<file path="src/rtl/logic_unit_seq_if.sv">
// Handshake bundle for logic_unit_seq: operand request channel, result channel and status.
// The slave modport is the unit itself; the master modport is the producer/consumer side.
interface logic_unit_seq_if #(
   parameter int WIDTH = 32
);
   logic             in_valid;
   logic             in_ready;
   logic [WIDTH-1:0] in_a;
   logic [WIDTH-1:0] in_b;
   logic [1:0]       in_op;
   logic             out_valid;
   logic             out_ready;
   logic [WIDTH-1:0] result;
   logic             zero;
   logic             busy;

   modport master (
      output in_valid, in_a, in_b, in_op, out_ready,
      input  in_ready, out_valid, result, zero, busy
   );

   modport slave (
      input  in_valid, in_a, in_b, in_op, out_ready,
      output in_ready, out_valid, result, zero, busy
   );
endinterface

</file>
<file path="src/rtl/logic_unit_seq.sv">
// Multi-cycle bitwise logic unit: latches two WIDTH-bit operands and an op code, then
// computes the result CHUNK bits per cycle (LSB slice first) and holds it until taken.
module logic_unit_seq #(
   parameter int WIDTH = 32,
   parameter int CHUNK = 8
) (
   input logic              clock,
   input logic              reset,
   logic_unit_seq_if.slave  bus
);
   localparam int NCHUNK = WIDTH / CHUNK;
   localparam int CW     = (NCHUNK > 1) ? $clog2(NCHUNK) : 1;
   localparam int IW     = (WIDTH > 1) ? $clog2(WIDTH) : 1;

   generate
      if ((CHUNK < 1) || ((WIDTH % CHUNK) != 0)) begin : g_bad_chunk
         $error("logic_unit_seq: WIDTH must be an integer multiple of CHUNK");
      end
   endgenerate

   typedef enum logic [1:0] {
      ST_IDLE = 2'd0,
      ST_BUSY = 2'd1,
      ST_DONE = 2'd2
   } state_t;

   state_t           state_r;
   state_t           state_nxt_s;
   logic [CW-1:0]    cnt_r;
   logic [WIDTH-1:0] a_r;
   logic [WIDTH-1:0] b_r;
   logic [1:0]       op_r;
   logic [WIDTH-1:0] result_r;
   logic             zero_r;

   logic             last_s;
   logic [IW-1:0]    base_s;
   logic [CHUNK-1:0] slice_s;
   logic [WIDTH-1:0] result_nxt_s;
   logic             in_ready_s;
   logic             busy_s;
   logic             out_valid_s;

   function automatic logic [CHUNK-1:0] apply_op(input logic [1:0]       op,
                                                 input logic [CHUNK-1:0] a,
                                                 input logic [CHUNK-1:0] b);
      case (op)
         2'b00:   return a & b;
         2'b01:   return a | b;
         2'b10:   return a ^ b;
         2'b11:   return ~(a | b);
         default: return {CHUNK{1'b0}};
      endcase
   endfunction

   // Current slice computation and the result as it will look after this slice is written
   always_comb begin
      last_s       = (cnt_r == CW'(NCHUNK - 1));
      base_s       = IW'(cnt_r) * IW'(CHUNK);
      slice_s      = apply_op(op_r, a_r[base_s +: CHUNK], b_r[base_s +: CHUNK]);
      result_nxt_s = result_r;
      result_nxt_s[base_s +: CHUNK] = slice_s;
   end

   // State register
   always_ff @(posedge clock or posedge reset) begin
      if (reset) begin
         state_r <= ST_IDLE;
      end else begin
         state_r <= state_nxt_s;
      end
   end

   // Next-state decode; the DONE->IDLE edge never accepts, enforcing the issue gap
   always_comb begin
      state_nxt_s = state_r;
      case (state_r)
         ST_IDLE: begin
            if (bus.in_valid) state_nxt_s = ST_BUSY;
            else              state_nxt_s = ST_IDLE;
         end
         ST_BUSY: begin
            if (last_s) state_nxt_s = ST_DONE;
            else        state_nxt_s = ST_BUSY;
         end
         ST_DONE: begin
            if (bus.out_ready) state_nxt_s = ST_IDLE;
            else               state_nxt_s = ST_DONE;
         end
         default: state_nxt_s = ST_IDLE;
      endcase
   end

   // Status outputs decoded purely from the state register
   always_comb begin
      in_ready_s  = 1'b0;
      busy_s      = 1'b0;
      out_valid_s = 1'b0;
      case (state_r)
         ST_IDLE: in_ready_s  = 1'b1;
         ST_BUSY: busy_s      = 1'b1;
         ST_DONE: out_valid_s = 1'b1;
         default: in_ready_s  = 1'b0;
      endcase
   end

   // Operand capture, slice-by-slice result build and zero flag
   always_ff @(posedge clock or posedge reset) begin
      if (reset) begin
         cnt_r    <= {CW{1'b0}};
         a_r      <= {WIDTH{1'b0}};
         b_r      <= {WIDTH{1'b0}};
         op_r     <= 2'b00;
         result_r <= {WIDTH{1'b0}};
         zero_r   <= 1'b0;
      end else begin
         case (state_r)
            ST_IDLE: begin
               if (bus.in_valid) begin
                  a_r      <= bus.in_a;
                  b_r      <= bus.in_b;
                  op_r     <= bus.in_op;
                  result_r <= {WIDTH{1'b0}};
                  cnt_r    <= {CW{1'b0}};
                  zero_r   <= 1'b0;
               end
            end
            ST_BUSY: begin
               result_r <= result_nxt_s;
               if (last_s) begin
                  zero_r <= (result_nxt_s == {WIDTH{1'b0}});
               end else begin
                  cnt_r <= cnt_r + CW'(1);
               end
            end
            ST_DONE: begin
               result_r <= result_r;
            end
            default: begin
               result_r <= result_r;
            end
         endcase
      end
   end

   assign bus.in_ready  = in_ready_s;
   assign bus.busy      = busy_s;
   assign bus.out_valid = out_valid_s;
   assign bus.result    = result_r;
   assign bus.zero      = zero_r;
endmodule

</file>
<file path="src/flat_wrapper.sv">
// flat-port wrapper written by rule: the top's interface ports become plain ports
module logic_unit_seq_flat 
#(
   parameter int WIDTH = 32,
   parameter int CHUNK = 8
)
  (clock, reset, bus_in_valid, bus_in_a, bus_in_b, bus_in_op, bus_out_ready, bus_in_ready, bus_out_valid, bus_result, bus_zero, bus_busy);
  logic_unit_seq_if #(.WIDTH(WIDTH)) bus_i ();
  input logic clock;
  input logic reset;
  input wire logic [$bits(bus_i.in_valid)-1:0] bus_in_valid;
  input wire logic [$bits(bus_i.in_a)-1:0] bus_in_a;
  input wire logic [$bits(bus_i.in_b)-1:0] bus_in_b;
  input wire logic [$bits(bus_i.in_op)-1:0] bus_in_op;
  input wire logic [$bits(bus_i.out_ready)-1:0] bus_out_ready;
  output wire logic [$bits(bus_i.in_ready)-1:0] bus_in_ready;
  output wire logic [$bits(bus_i.out_valid)-1:0] bus_out_valid;
  output wire logic [$bits(bus_i.result)-1:0] bus_result;
  output wire logic [$bits(bus_i.zero)-1:0] bus_zero;
  output wire logic [$bits(bus_i.busy)-1:0] bus_busy;
  assign bus_i.in_valid = bus_in_valid;
  assign bus_i.in_a = bus_in_a;
  assign bus_i.in_b = bus_in_b;
  assign bus_i.in_op = bus_in_op;
  assign bus_i.out_ready = bus_out_ready;
  assign bus_in_ready = bus_i.in_ready;
  assign bus_out_valid = bus_i.out_valid;
  assign bus_result = bus_i.result;
  assign bus_zero = bus_i.zero;
  assign bus_busy = bus_i.busy;
  logic_unit_seq #(.WIDTH(WIDTH), .CHUNK(CHUNK)) u_core (.clock(clock), .reset(reset), .bus(bus_i));
endmodule
</file>
<file path="config.mk">
export PLATFORM = sky130hd
export DESIGN_NAME = logic_unit_seq_flat
export DESIGN_NICKNAME = d
export VERILOG_FILES = /design/src/rtl/logic_unit_seq_if.sv /design/src/rtl/logic_unit_seq.sv /design/src/flat_wrapper.sv
export SDC_FILE = /design/constraint.sdc
export NUM_CORES = 1
export LEC_CHECK = 0
export ABC_AREA = 1
export CAP_MARGIN = 20
export CORE_UTILIZATION = 53
export CTS_CLUSTER_DIAMETER = 50
export DETAILED_ROUTE_END_ITERATION = 10
export GPL_ROUTABILITY_DRIVEN = 0
export PLACE_DENSITY_LB_ADDON = 0.2
export SLEW_MARGIN = 20
export SYNTH_ARGS = -nofsm -noshare
export SYNTH_HDL_FRONTEND = slang
export SYNTH_SLANG_ARGS = --single-unit
export TNS_END_PERCENT = 20
</file>
<file path="constraint.sdc">
create_clock -name clock -period 4.1 [get_ports clock]
set_input_delay 0.82 -clock clock [delete_from_list [all_inputs] [get_ports clock]]
set_output_delay 0.82 -clock clock [all_outputs]
set_load 0.05 [all_outputs]
</file>
# After elaboration in Yosys (flattened, before gate mapping)
# Cells that the tools add are included.
[totals]
ff_bits = 103
elab_cells = 51
out_inout_bits = 36
input_bits = 70
[op_classes]
n_reduce_logical = 8
n_mux = 17
bitwise_logic = 4
eq_ne = 9
shift = 4
addsub = 2
[op_table]
columns = ["operator", "count"]
rows = [
  ["$pmux 32 s2", 1],
  ["$shiftx 32x6->8", 2],
  ["$bwmux 32", 1],
  ["$logic_not 32->1", 1],
  ["$mux 32", 1],
  ["$pmux 8 s4", 1],
  ["$shift 8x7->32 const A", 1],
  ["$shiftx 8x7->32", 1],
  ["$and 8x8->8", 1],
  ["$eq 2x2->1 const B", 4],
  ["$mux 2", 4],
  ["$not 8->8", 1],
  ["$or 8x8->8", 1],
  ["$xor 8x8->8", 1],
  ["$neg 5->7", 1],
  ["$mux 1", 6],
  ["$pmux 2 s3", 1],
  ["$reduce_and 3->1", 2],
  ["$eq 2x1->1 const B", 2],
  ["$logic_not 2->1", 2],
  ["$ne 2x2->1 const B", 2],
  ["$pmux 2 s2", 1],
  ["$reduce_and 2->1", 2],
  ["$add 2x1->2 const B", 1],
  ["3 further kinds", 3],
]

# Logic depth before layout (Yosys ltp)
# Gate-level depths: netlist of the first run.
[depth]
word_depth = 9
depth_mapped = 20
mapped_depth_nobuf = 19

# Worst setup path before layout of the first run
# Ideal clock, no wire load.
[synth_timing]
path_kind = "reg-to-reg"
start = "reg u_core.cnt_r[0]"
end = "reg u_core.zero_r, in the netlist u_core.bus.zero"
setup_time_ns = 0.118
arrival_time_ns = 2.357
required_ns = 3.982
path_buffers = 2
setup_slack_ns = 1.625
synth_period_minus_slack_ns = 2.475
stages_incl_launch_ff = 18
cell_sequence = "dfrtp_1 buf_2 buf_2 nand2_1 a32oi_1 inv_1 ha_1 inv_1 nor2_1 nor2_1 nor2_1 nand3_1 o21ai_2 nor2_1 nand2_1 nor2_1 nand3_1 nand2_1"
[synth_via]
elab_chain_len = 9
word_cells_on_any_way = 17
classes_between = "add/sub: 1; eq/ne: 2; shift: 4; mux: 4; bitwise: 4; reduce/logical: 2"
[synth_rtl]
columns = ["item", "line", "text"]
rows = [
  ["from (decl)", "logic_unit_seq.sv:29", "logic [CW-1:0] cnt_r;"],
  ["from (signal assigned)", "logic_unit_seq.sv:110", "cnt_r <= {CW{1'b0}};"],
  ["from (signal assigned)", "logic_unit_seq.sv:124", "cnt_r <= {CW{1'b0}};"],
  ["from (signal assigned)", "logic_unit_seq.sv:133", "cnt_r <= cnt_r + CW'(1);"],
  ["$shiftx 32x6->8", "logic_unit_seq.sv:60", "slice_s = apply_op(op_r, a_r[base_s +: CHUNK], b_r[base_s +: CHUNK]);"],
  ["$or 8x8->8", "logic_unit_seq.sv:49, logic_unit_seq.sv:51", ""],
  ["$not 8->8", "logic_unit_seq.sv:51", "2'b11: return ~(a | b);"],
  ["$pmux 8 s4", "logic_unit_seq.sv:47", "case (op)"],
  ["$shiftx 8x7->32", "logic_unit_seq.sv:62", "result_nxt_s[base_s +: CHUNK] = slice_s;"],
  ["$bwmux 32", "logic_unit_seq.sv:62", ""],
  ["$logic_not 32->1", "logic_unit_seq.sv:131", "zero_r <= (result_nxt_s == {WIDTH{1'b0}});"],
  ["$mux 1", "logic_unit_seq.sv:130", "if (last_s) begin"],
  ["$pmux 1 s2", "logic_unit_seq.sv:117", "case (state_r)"],
  ["to (signal assigned)", "logic_unit_seq.sv:131", ""],
  ["to (decl)", "logic_unit_seq.sv:34", "logic zero_r;"],
]
# Parallel ways exist; a longest one is shown, timed or not. The select of a mux whose other input is x is not followed.
# A chain may end at the register's enable or synchronous reset.

# Worst setup path after layout of the first run
[layout_timing]
start = "reg u_core.cnt_r[1]"
end = "reg u_core.zero_r, in the netlist u_core.bus.zero"
# The elaborated chain is that of the path after synthesis.

==> results.txt, run 1 <==
The number of vias after detailed routing is 4985. On the critical path, the stage with the largest delay is an instance of clkinv_1. The number of max-cap violations came out at 0. The post-synthesis instance area is approximately 0.0057 mm^2. In this run the critical register-to-register path is launched from u_core.cnt_r[1].

TritonCTS created 9 clock buffers. The final design utilization came out at 0.682. The worst setup path is captured at a register. The detailed-routing iteration count for the pre-antenna-repair pass came out at 5. The worst register-to-register path ends at u_core.bus.zero. The number of antenna repair diodes came out at 0. In this run the static leakage power is 0.00339 uW. In the post-synthesis netlist, the cell with the most instances is nand2_1. The depth of the critical timing path with buffers and inverters included came out at 15.

The run finished with clean final reports. On the final layout, the worst hold slack is between 0.5 and 0.6 ns. Setup repair after global routing left no endpoint under its margin. Grouping stages by cell kind, the critical path spends the most delay in buffers and inverters. The end point of the critical path is u_core.bus.zero. After synthesis, the cell types taking the most area are dfrtp_1, nand2_1, mux2_2. The number of nets in the final layout came out at 866. The standard cell core area came out at 0.0104 mm^2. The max-slew headroom at the worst pin came out at 0.500. The arrival time at the worst endpoint is 3.32 ns. The critical path goes through clkinv_1 -> buf_4 -> a32oi_1 -> inv_1 -> ha_1 -> nand3_1 -> nand2_1 -> nand2_2 -> nand4_1 -> o21ai_1 -> nor2_1 -> nand2_1 -> nor2_1 -> nand3_1 -> nand2_1.

The count of final hold-check violations is 0. In the synthesized netlist, the cells that appear most often are nand2_1, dfrtp_1, inv_1, nor2_1. The portion of the post-synthesis area used by sequential elements came out at 0.451.

The proportion of synthesized area in mux cells came out at 0.0947. The H-tree was split into 3 levels. The maximum net fanout on the critical path came out at 20. The highest attainable clock frequency is 329 MHz. Dividing the detail-routed via count by the number of cells gives 5.45. The flip-flop and latch count after synthesis came out at 103. The total power divided by cell area is around 900 mW/mm^2. The post-route fraction of the period consumed by the critical path is 0.741.

The simple-gate share of the synthesized area is 0.234. For this run, the number of Yosys warnings is 0. Among the stages of the critical path, the cell type that occurs most often is nand2_1. The clock passes through at most 2 buffers. The final-report max-slew violation count is 0. The number of antenna violations at the first check in global routing came out at 0.

The most critical setup path has its startpoint at u_core.cnt_r[1]. The total global routing overflow is 0. The insertion delay to the later sink of the worst-skew pair came out at 0.39 ns. The synthesized design spends more area on one cell type than any other, namely dfrtp_1.

The first global-routing pass estimated 23.6 mm of wire. After synthesis, the largest family of logic cells by area is simple AND/OR/NAND/NOR gates. The floorplan step defined a die boundary enclosing ~0.011 mm^2. The synthesized netlist cell count came out at 685. The maximum number of pins on one net before global-route repair came out at 63. The number of fill cells is 831. The clock slew at the register clock pins of the worst setup and hold paths came out at 0.11 ns. The total buffers and inverters traversed by the critical path came out at 3. The number of gates given a new drive strength after cts came out at 0. The detail route stage leaves a number of antenna-violating nets equal to 0. The total detailed-routing wirelength came out at 14.2 mm. The number of flops mapped to enable cells by yosys came out at 0.

The setup slack on the worst flop-to-flop path is between 1 and 1.5 ns. Counting cells, the worst reg-to-reg path comes to 15. The die boundary height came out at between 100 and 150 um. Setup violations remaining at the end of the flow were counted as 0.

The area fraction of the dominant cell type after synthesis is 0.451. For this run, the leading register cell type out of synthesis is dfrtp_1. The number of violations reported at the end of detailed-routing iteration 0 came out at 275. The compound-cell area share of the yosys netlist came out at 0.0846. The average cell area after synthesis came out at 8.34 um^2. The post-route cell area came out at between 0.007 and 0.008 mm^2. Detailed placement ended at an HPWL of around 10 mm. The buffers inserted during post-CTS setup optimization is 0. Counting every net in the synthesized netlist gives 777. The maximum cell stage delay along the critical path is between 0.4 and 0.5 ns. The worst setup margin came out at 1.06 ns. Across the routed clock network, the largest skew measured is between 0.009 and 0.01 ns. The placed instances occupy a cell area of 0.00684 mm^2. The measured slew at the worst slew-check pin is 0.750 ns.

The min-delay analysis places its worst path in the category reg -> reg. The share of cells above drive strength 1 came out at 0.114. After detailed routing, the number of remaining DRC violations is 0. The initial core utilization is 0.551. The mean routed wirelength per cell came out at 15.5 um. TritonCTS built the clock tree. The total number of placement rows is 37. The number of I/O pins is 106. In this run the clock root is driven by a clkbuf_8. The type of the worst setup path is reg -> reg.

The worst path needs 3.04 ns of the cycle, external delays included. The count of buffers from port buffering is 105. Buffers inserted to repair hold after CTS numbered 0. The number of distinct standard cells referenced by the synthesized netlist is 31. The final setup TNS came out at 0 ns. In the synthesized netlist the async set-or-reset flop fraction comes to 1.00.

Across the VDD grid, the largest voltage drop is around 0.41 mV. The global-route total usage across every layer came out at 0.270. Timing analysis after detailed placement gives a worst setup slack of 1.13 ns. In this run the horizontal extent of the chip is 106 um.

The layout overhead on the synthesized area came out at 23.8%. The data required time of the critical path came out at 4.38 ns. The xor and xnor fraction of the mapped netlist area is 0.

The number of global-route vias before repair came out at 4864. The worst setup path is launched from a register. The number of clock sinks came out at roughly 100. Of the total synthesized cell area, the portion taken by full adders, half adders and majority gates is 0.0482.
==> through the flow <==
stage | instances | power [uW]
detailed placement | 898 | 5500
global placement | 898 | 5390
CTS | 914 | 6190
global route | 915 | 6720
floorplan | 685 | 4490
finish | 915 | 6240
==> flip-flops by register name (all words and copies together) (netlist names) <==
name               flops
u_core.cnt_r           2
u_core.bus.zero        1
u_core.b_r            32
u_core.a_r            32
u_core.state_r         2
u_core.bus.result     32
u_core.op_r            2
==> worst min-delay path: cells and delay by family (launching register included) <==
kind,cells,cell delay [ns]
flip-flops,1,0.37
buffers and inverters,1,0.06
AO/OA/AOI/OAI,1,0.06
==> cells in the final DEF, fill, tap and decap left out <==
master,count
dfrtp_1,102
nand2_4,1
a32oi_1,16
clkdlybuf4s50_1,105
buf_4,3
inv_4,1
buf_12,2
nor3_4,2
bufinv_16,1
o21bai_1,2
inv_1,79
o31ai_1,1
o21ai_2,1
clkinv_4,3
ha_1,22
nor2_2,3
clkinv_1,4
nor2_1,63
nand2_2,6
o21ai_0,22
nand3_2,1
nor3_1,1
nand4_1,13
mux2_2,48
nand2_1,172
inv_2,1
buf_16,1
clkbuf_8,9
o21ai_1,1
nand3_1,48
a22oi_1,1
nor2_4,2
a21oi_1,34
clkbuf_1,1
inv_8,3
dfrtp_2,1
o22ai_1,3
==> worst min path at each step <==
stage / slack (ns) / from / cells past startpoint / end
after floorplan: 0.47 / u_core.state_r[0] / 1 / u_core.state_r[1]
after global placement: 0.49 / u_core.b_r[11] / 1 / u_core.b_r[11]
after detailed placement: 0.50 / u_core.b_r[11] / 1 / u_core.b_r[11]
after CTS: 0.52 / u_core.b_r[11] / 1 / u_core.b_r[11]
after global routing: 0.54 / u_core.a_r[8] / 1 / u_core.a_r[8]
final: 0.52 / u_core.a_r[5] / 2 / u_core.a_r[5]
==> per-layer routing <==
| layer | track usage | wire [um] | part of all wire |
|---|---|---|---|
| met1 | 0.340 | 6020 | 0.42 |
| met2 | 0.457 | 7150 | 0.50 |
| met3 | 0.0402 | 631 | 0.044 |
| met4 | 0.126 | 420 | 0.030 |
| met5 | 0 | 0 | 0 |
==> layout make-up <==
cell class | count | area, um^2 | share of cell area
Sequential cell | 103 | 2580 | 0.365
Clock inverter | 6 | 78.8 | 0.0112
Inverter | 86 | 333 | 0.0471
Clock buffer | 10 | 128 | 0.0181
Multi-Input combinational cell | 463 | 2640 | 0.373
Timing Repair Buffer | 111 | 1140 | 0.161
Tap cell | 136 | 170 | 0.0241
==> cell families after synthesis <==
family | Yosys count
and+or+nand+nor | 312
buffers and inverters | 119
DFF | 103
AOI/OAI and AO/OA | 81
muxes | 48
adders and majority gates | 22
==> report_power, final <==
group / switching (uW) / total [uW] / leakage [uW] / internal, uW
registers: 361 / 1860 / 0.00126 / 1500
clock network: 382 / 676 / 0.000104 / 295
logic: 2380 / 3710 / 0.00202 / 1320
(Power assumes the default switching activity.)
==> run 2: changes to the inputs <==
==> constraint.sdc (replaced) <==
create_clock -name clock -period 2.8 [get_ports clock]
set_input_delay 0.56 -clock clock [delete_from_list [all_inputs] [get_ports clock]]
set_output_delay 0.56 -clock clock [all_outputs]
set_load 0.05 [all_outputs]
==> run 2 against run 1 <==
Non-clock buffer count grew 8. Clock power is 37% higher. Clock skew grew 0.0092 ns. Routed wire length grew 0.17%. Worst hold slack worse by 0.0063 ns. Cell count grew 0.87%. Via count increased by 1.9%. Critical path depth rose by 1. Sequential share of layout area fell by 0.49 points. Total power increased by 48%. Sequential power up 47%. Core utilization is 0.93 points higher. Critical path type unchanged.
==> results.txt, run 2 (same netlist as run 1, synthesis figures left out) <==
The run finished with clean final reports. The die boundary height came out at 106 um. The area enclosed by the die boundary came out at about 0.011 mm^2. The number of nets with antenna violations after detailed routing came out at 0. The CTS tree is done. The pre-antenna-repair detailed-routing pass consisted of 4 iterations.

The total number of placement rows came out at 37. The total detailed-routing wirelength is 14.3 mm. The met3 layer usage reported by global route came out at 0.0396. The worst voltage drop across the vdd grid came out at 0.534 mV. The total setup violations reported at the end of the flow came out at 0. The type of destination of the critical path is a register. The worst path needs about 2.6 ns of the cycle, external delays included. In the layout the commonest cells are nand2_1, clkdlybuf4s50_1, dfrtp_1, inv_1, nor2_1.

The cell count after placement came out at 906. The mean number of vias per cell came out at 5.50. The clock slew at the register clock pins of the worst setup and hold paths is 0.11 ns. The post-route cell area came out at 0.00717 mm^2.

The remaining routing DRC violations came out at 0. The instance area after placement is a little under 0.007 mm^2. The final-report max-slew violation count was 0.

The share of cells above drive strength 1 came out at 0.127. The chip width came out at 106 um. The start point of the worst min-delay path is u_core.state_r[0]. The total power divided by cell area came out at approximately 1300 mW/mm^2. The measured slew at the worst slew-check pin came out at 0.679 ns.

In this run the count of I/O pins placed on the die edge is 106. The worst setup margin is 0.175 ns. The count of buffers from port buffering is 105. The finished layout holds 923 standard cells, fillers aside. The highest attainable clock frequency is roughly 380 MHz.

The wire length of the first global-routing pass is 23.7 mm. Setup repair after global routing left no endpoint under its margin. The number of clock sinks is 103. The max-slew headroom at the worst pin is 0.547. At the worst endpoint, the arrival time is about 2.9 ns.

The insertion delay to the later sink of the worst-skew pair is between 0.3 and 0.4 ns. The met1 track demand over resource came out at 0.330. The cell at the root of the clock tree is clkbuf_8. The final route contains 5079 vias. The number of nets in the final layout is 874. The standard cell core area came out at 0.0104 mm^2. In this run the deepest clock path goes through 2 buffers. The maximum number of pins on one net before global-route repair is 104. The initial utilization of the core area, before any placement, comes to 0.551.

The layout overhead on the synthesized area came out at 25.5%. For met2 alone, demand over resource in global routing was 0.469. The total overflow left after global routing is 0. The most numerous cell type found on the critical path is nand2_1. The tool flagged a number of max-cap violations equal to 0. The number of antenna violations at the first check in global routing came to 0. The number of global-route vias before repair is between 5000 and 6000. The kind of launch point of the worst setup path is a register. The data required time of the critical path came out at 3.08 ns. The maximum cell stage delay along the critical path came out at 0.47 ns. The worst hold path belongs to the class reg -> reg. The critical path contains buffers and inverters numbering 3 combined.

The number of antenna repair diodes came out at 0. After global routing, the most crowded layer is met2. After layout, the design draws a total of between 9000 and 10000 uW. The post-detailed-placement half-perimeter wirelength is 10.8 mm.

The mean routed wirelength per cell came out at 15.4 um. On the critical path, the stage with the largest delay is an instance of dfrtp_2. The final setup TNS came out at 0 ns.

The count of final hold-check violations is 0. The number of violations reported at the end of detailed-routing iteration 0 is 261. The number of H-tree levels is 3. The maximum net fanout on the critical path came out at 15. The post-route fraction of the period consumed by the critical path came out at 0.938.

The critical path starts at u_core.cnt_r[0]. The library cell used most frequently in the layout, excluding fill and tap cells, is nand2_1. Grouping stages by cell kind, the critical path spends the most delay in simple AND/OR/NAND/NOR gates.

At the placement stage, the worst setup path has a slack of 0.0465 ns. The clock tree skew after final layout came out at approximately 0.019 ns. The worst register-to-register path begins at u_core.cnt_r[0].

The global-route total usage across every layer came out at 0.270. The CTS buffer count is 9. The worst setup path is of the reg -> reg kind. The signal on the critical path passes through inv_1 -> buf_6 -> nand2_1 -> a32oi_1 -> inv_1 -> ha_1 -> nand3_1 -> nand2_1 -> nand2_2 -> nand4_1 -> o21ai_0 -> nor2_1 -> nand2_1 -> nor2_1 -> nand3_1 -> nand2_1.

The leakage power of the design came out at 0.00343 uW.
-- run 2: layout make-up --
cell class | count | area (um^2)
repair buffers | 119 | 1230
clock inverters | 4 | 55.1
flip-flops and latches | 103 | 2580
multi-input cells | 463 | 2660
inverters | 86 | 334
well taps | 136 | 170
fillers | 861 | 3200
clock buffers | 12 | 135
-- run 2: routing by layer --
layer / part of all wire / wire length (um) / up-vias
met3: 0.045 / 642 / 38
met2: 0.51 / 7240 / 183
li1: - / - / 2417
met5: 0 / 0 / -
met1: 0.42 / 5920 / 2441
met4: 0.032 / 450 / 0
-- run 2: repair_timing --
item                                    4_1_cts  5_1_grt
gates resized for setup                       0        5
hold buffers                                  0        0
endpoints found under the setup margin        0        1
buffers inserted                              0        1
-- run 2: worst register-to-register path, delay by kind of cell (launching register included) --
kind | cells | cell delay (ns)
flops | 1 | 0.47
fa+ha+maj | 1 | 0.23
buf+inv | 3 | 0.40
compound gates | 2 | 0.65
simple gates | 10 | 0.79
-- run 2: per-stage QoR --
stage                     hold slack, ns  utilization
after floorplan                    0.474            -
after global placement             0.489        0.670
after detailed placement           0.494        0.670
after CTS                          0.514        0.688
after global routing               0.525        0.691
final                              0.513        0.691
-- run 2: path summary, 6_finish.rpt --
check	endpoint	slack, ns	cells past startpoint
max	u_core.bus.zero	0.17	16
min	u_core.state_r[1]	0.51	1
max reg2reg	u_core.bus.zero	0.17	16
min reg2reg	u_core.state_r[1]	0.51	1
max in group asynchronous	u_core.b_r[21]	1.68	3
min in group asynchronous	u_core.bus.result[19]	0.68	3
-- run 2: power by group --
part	switching, uW	internal (uW)	leakage [uW]
Sequential	547	2200	0.00126
Combinational	3520	2050	0.00208
Clock	509	420	0.0000912
==> run 3: changes to the inputs <==
--- a/config.mk
+++ b/config.mk
@@ -7,11 +7,13 @@
 export LEC_CHECK = 0
 export ABC_AREA = 1
 export CAP_MARGIN = 20
-export CORE_UTILIZATION = 53
+export CORE_UTILIZATION = 60
 export CTS_CLUSTER_DIAMETER = 50
 export DETAILED_ROUTE_END_ITERATION = 10
+export DONT_BUFFER_PORTS = 1
 export GPL_ROUTABILITY_DRIVEN = 0
 export PLACE_DENSITY_LB_ADDON = 0.2
+export REMOVE_ABC_BUFFERS = 1
 export SLEW_MARGIN = 20
 export SYNTH_ARGS = -nofsm -noshare
 export SYNTH_HDL_FRONTEND = slang
==> run 3 against run 2 <==
First-iteration DRC count increased by 36%. Clock skew down 0.0071 ns. Total power down 8.1%. Cell count fell by 12%. Non-clock buffer count down 106. Worst hold slack worse by 0.32 ns. Clock power down 2.4%. Global-route usage shrank 0.51 points. Critical path depth unchanged. Count of clock-buffer cells in the layout down 2. Critical path type unchanged. Largest cell class unchanged.
==> results.txt, run 3 (same netlist as run 1, synthesis figures left out) <==
The maximum net fanout on the critical path is 36. Clock latency on the worst-skew pair, taken at its later pin, is around 0.36 ns. STA puts the critical path data required time at 3.05 ns. The count of final hold-check violations came to 0. The number of fill cells came out at 768. Dividing the detail-routed wire length by the instance count gives 15.4 um.

The leakage power of the design came out at 0.00302 uW. The global-route total usage across every layer came out at 0.265. In this run the critical register-to-register path is captured at u_core.bus.zero. The clock net in this run drives a total of 103 sinks.

The detailed-routing iteration count for the pre-antenna-repair pass is 5. Relative to the synthesized area, the layout overhead comes to 6.07%. The number of clock buffers added by TritonCTS is 9.

The number of cells on the worst reg-to-reg path is 16. The setup path with the least slack is of type reg -> reg. Setup repair after global routing left no endpoint under its margin.

The clock power share came out at 0.107. The number of antenna repair diodes came out at 0. Once placement completed, the tool counted placed cells totaling roughly 800. The number of global-route vias before repair came out at 4327. The number of vias after detailed routing came out at 4574. The H-tree was split into 3 levels. The number of nets in the final layout is 768.

TritonCTS built the clock tree. The measured slew at the worst slew-check pin is 0.777 ns. Entering global routing, the biggest net connects 61 pins. After the first detailed-routing iteration, the DRC count stood at roughly 350.

The register share of total power is 0.406. Once detail routing completed, the nets flagged for antenna violations numbered 0. The post-detailed-placement half-perimeter wirelength is 8.93 mm. The chip width is 99.6 um. The worst setup path is launched from a register. The wire length of the first global-routing pass is ~21 mm. The class of the tightest hold or removal check is in -> async.

The standard cell core area came out at 0.00924 mm^2. The number of antenna violations at the first check in global routing came to 0. The count of buffers from port buffering is 0. Derived from the worst setup path, the maximum achievable clock frequency is 393 MHz. The fraction of power spent switching nets came out at 0.513. The final setup TNS is 0 ns. The clock slew at the register clock pins of the worst setup and hold paths came out at 0.09 ns.

The remaining routing DRC violations came out at 0. The setup check on the worst reg-to-reg path leaves a slack of 0.26 ns. Hold is met by 0.189 ns. The post-route fraction of the period consumed by the critical path is 0.909.

The total detailed-routing wirelength came out at approximately 12 mm. The power dissipated by switching net loads is 4350 uW. The die boundary height came out at 99.6 um. The commonest non-fill, non-tap cell in the layout is nand2_1. The flow ran to the end, and the final reports show no timing, DRC or antenna violations. The post-route non-filler standard cell count is 809. The area enclosed by the die boundary came out at 0.00991 mm^2. The worst voltage drop across the vdd grid came out at roughly 0.58 mV. For the final database, setup skew stands at 0.0121 ns.

In the final layout, the share of cells above drive strength 1 is 0.144. The number of max-cap violations came out at 0. The total setup violations reported at the end of the flow came out at 0. The shortest clock period the worst path allows after layout is 2.54 ns.

The deepest clock path buffer count is 2. The initial core utilization is 0.618. The share of total power dissipated in combinational logic is 0.487. The final design utilization is 0.656.

STA classifies the critical path endpoint as a register. The worst reg2reg path startpoint is u_core.cnt_r[1]. The total number of placement rows is 35. The number of I/O pins came out at 106. The arrival time at the worst endpoint came out at 2.79 ns. The number of hold buffers added after CTS came out at 0. The buffers inserted during post-CTS setup optimization came out at 0. Cell internal power was estimated by the tool at 4140 uW. Gates resized during post-CTS repair numbered 0.

In this run the tightest slew margin relative to its limit is 0.482. Leaving out fill and tap cells, the most frequent cells in the layout are nand2_1, dfrtp_1, inv_1, nor2_1. The mean number of vias per cell came out at roughly 5.7. Power spread over the standard cell area amounts to 1400 mW/mm^2. The final-report max-slew violation count was 0. The cell sitting at the root of the clock tree is a clkbuf_8. The total global routing overflow is 0.
-- run 3: cell types whose count changed in the layout (fill, tap and decap cells not counted), moves of 2 or more --
cell             before  now
a32oi_1              14   16
clkdlybuf4s50_1     104    0
clkbuf_1              3    1
a32oi_2               2    0
buf_12                6    4
-- run 3: worst max-delay path: stages (launching register included) --
cell and delay [ns]:
dfrtp_1 0.43, clkinv_1 0.13, buf_12 0.19, a32oi_1 0.28, inv_1 0.08, ha_1 0.28
inv_1 0.04, nor2_1 0.09, nor2_1 0.07, nor2_2 0.25, nand3_1 0.15, o21ai_2 0.16
nor2_1 0.06, nand2_1 0.06, nor2_1 0.04, nand3_1 0.07, nand2_1 0.05
-- run 3: how the worst max path moves through the flow --
stage | slack (ns) | end | start
global route | 0.0003 | u_core.bus.zero | u_core.cnt_r[1]
finish | 0.26 | u_core.bus.zero | u_core.cnt_r[1]
global placement | 0.26 | u_core.bus.zero | u_core.cnt_r[0]
floorplan | -1.09 | u_core.a_r[10] | u_core.state_r[0]
CTS | 0.19 | u_core.bus.zero | u_core.cnt_r[1]
detailed placement | 0.21 | u_core.bus.zero | u_core.cnt_r[0]
-- run 3: final cells by class --
cell class              count  area, um^2  share of cell area
flip-flops and latches    103        2580               0.426
well taps                 129         161              0.0266
clock inverters             5        60.1             0.00992
inverters                  86         337              0.0556
clock buffers              10         128              0.0211
repair buffers             13         148              0.0244
multi-input cells         463        2650               0.437
-- run 3: layer usage --
metal  track usage  routed length (um)  share of wire  vias up
met5             0                   0              0        -
met4        0.0973                 365          0.029        0
met3        0.0590                 922          0.074       28
met2         0.424                5760           0.46      196
met1         0.356                5450           0.44     2136
li1              -                   -              -     2214
-- run 3: metrics by stage --
step	worst slack (ns)	power, uW	area (um^2)
after floorplan	-1.09	6450	5540
after global placement	0.256	7410	5860
after detailed placement	0.205	7570	5860
after CTS	0.188	8480	6050
after global routing	0.000289	9240	6060
final	0.256	8490	6060
-- run 3: power by group through the flow --
stage | registers, uW | logic, uW | clock network [uW]
2_1_floorplan | 3370 | 3070 | 0
3_3_place_gp | 3450 | 3970 | 0
3_5_place_dp | 3480 | 4090 | 0
4_1_cts | 3440 | 4120 | 926
5_1_grt | 3540 | 4710 | 987
6_report | 3450 | 4140 | 907
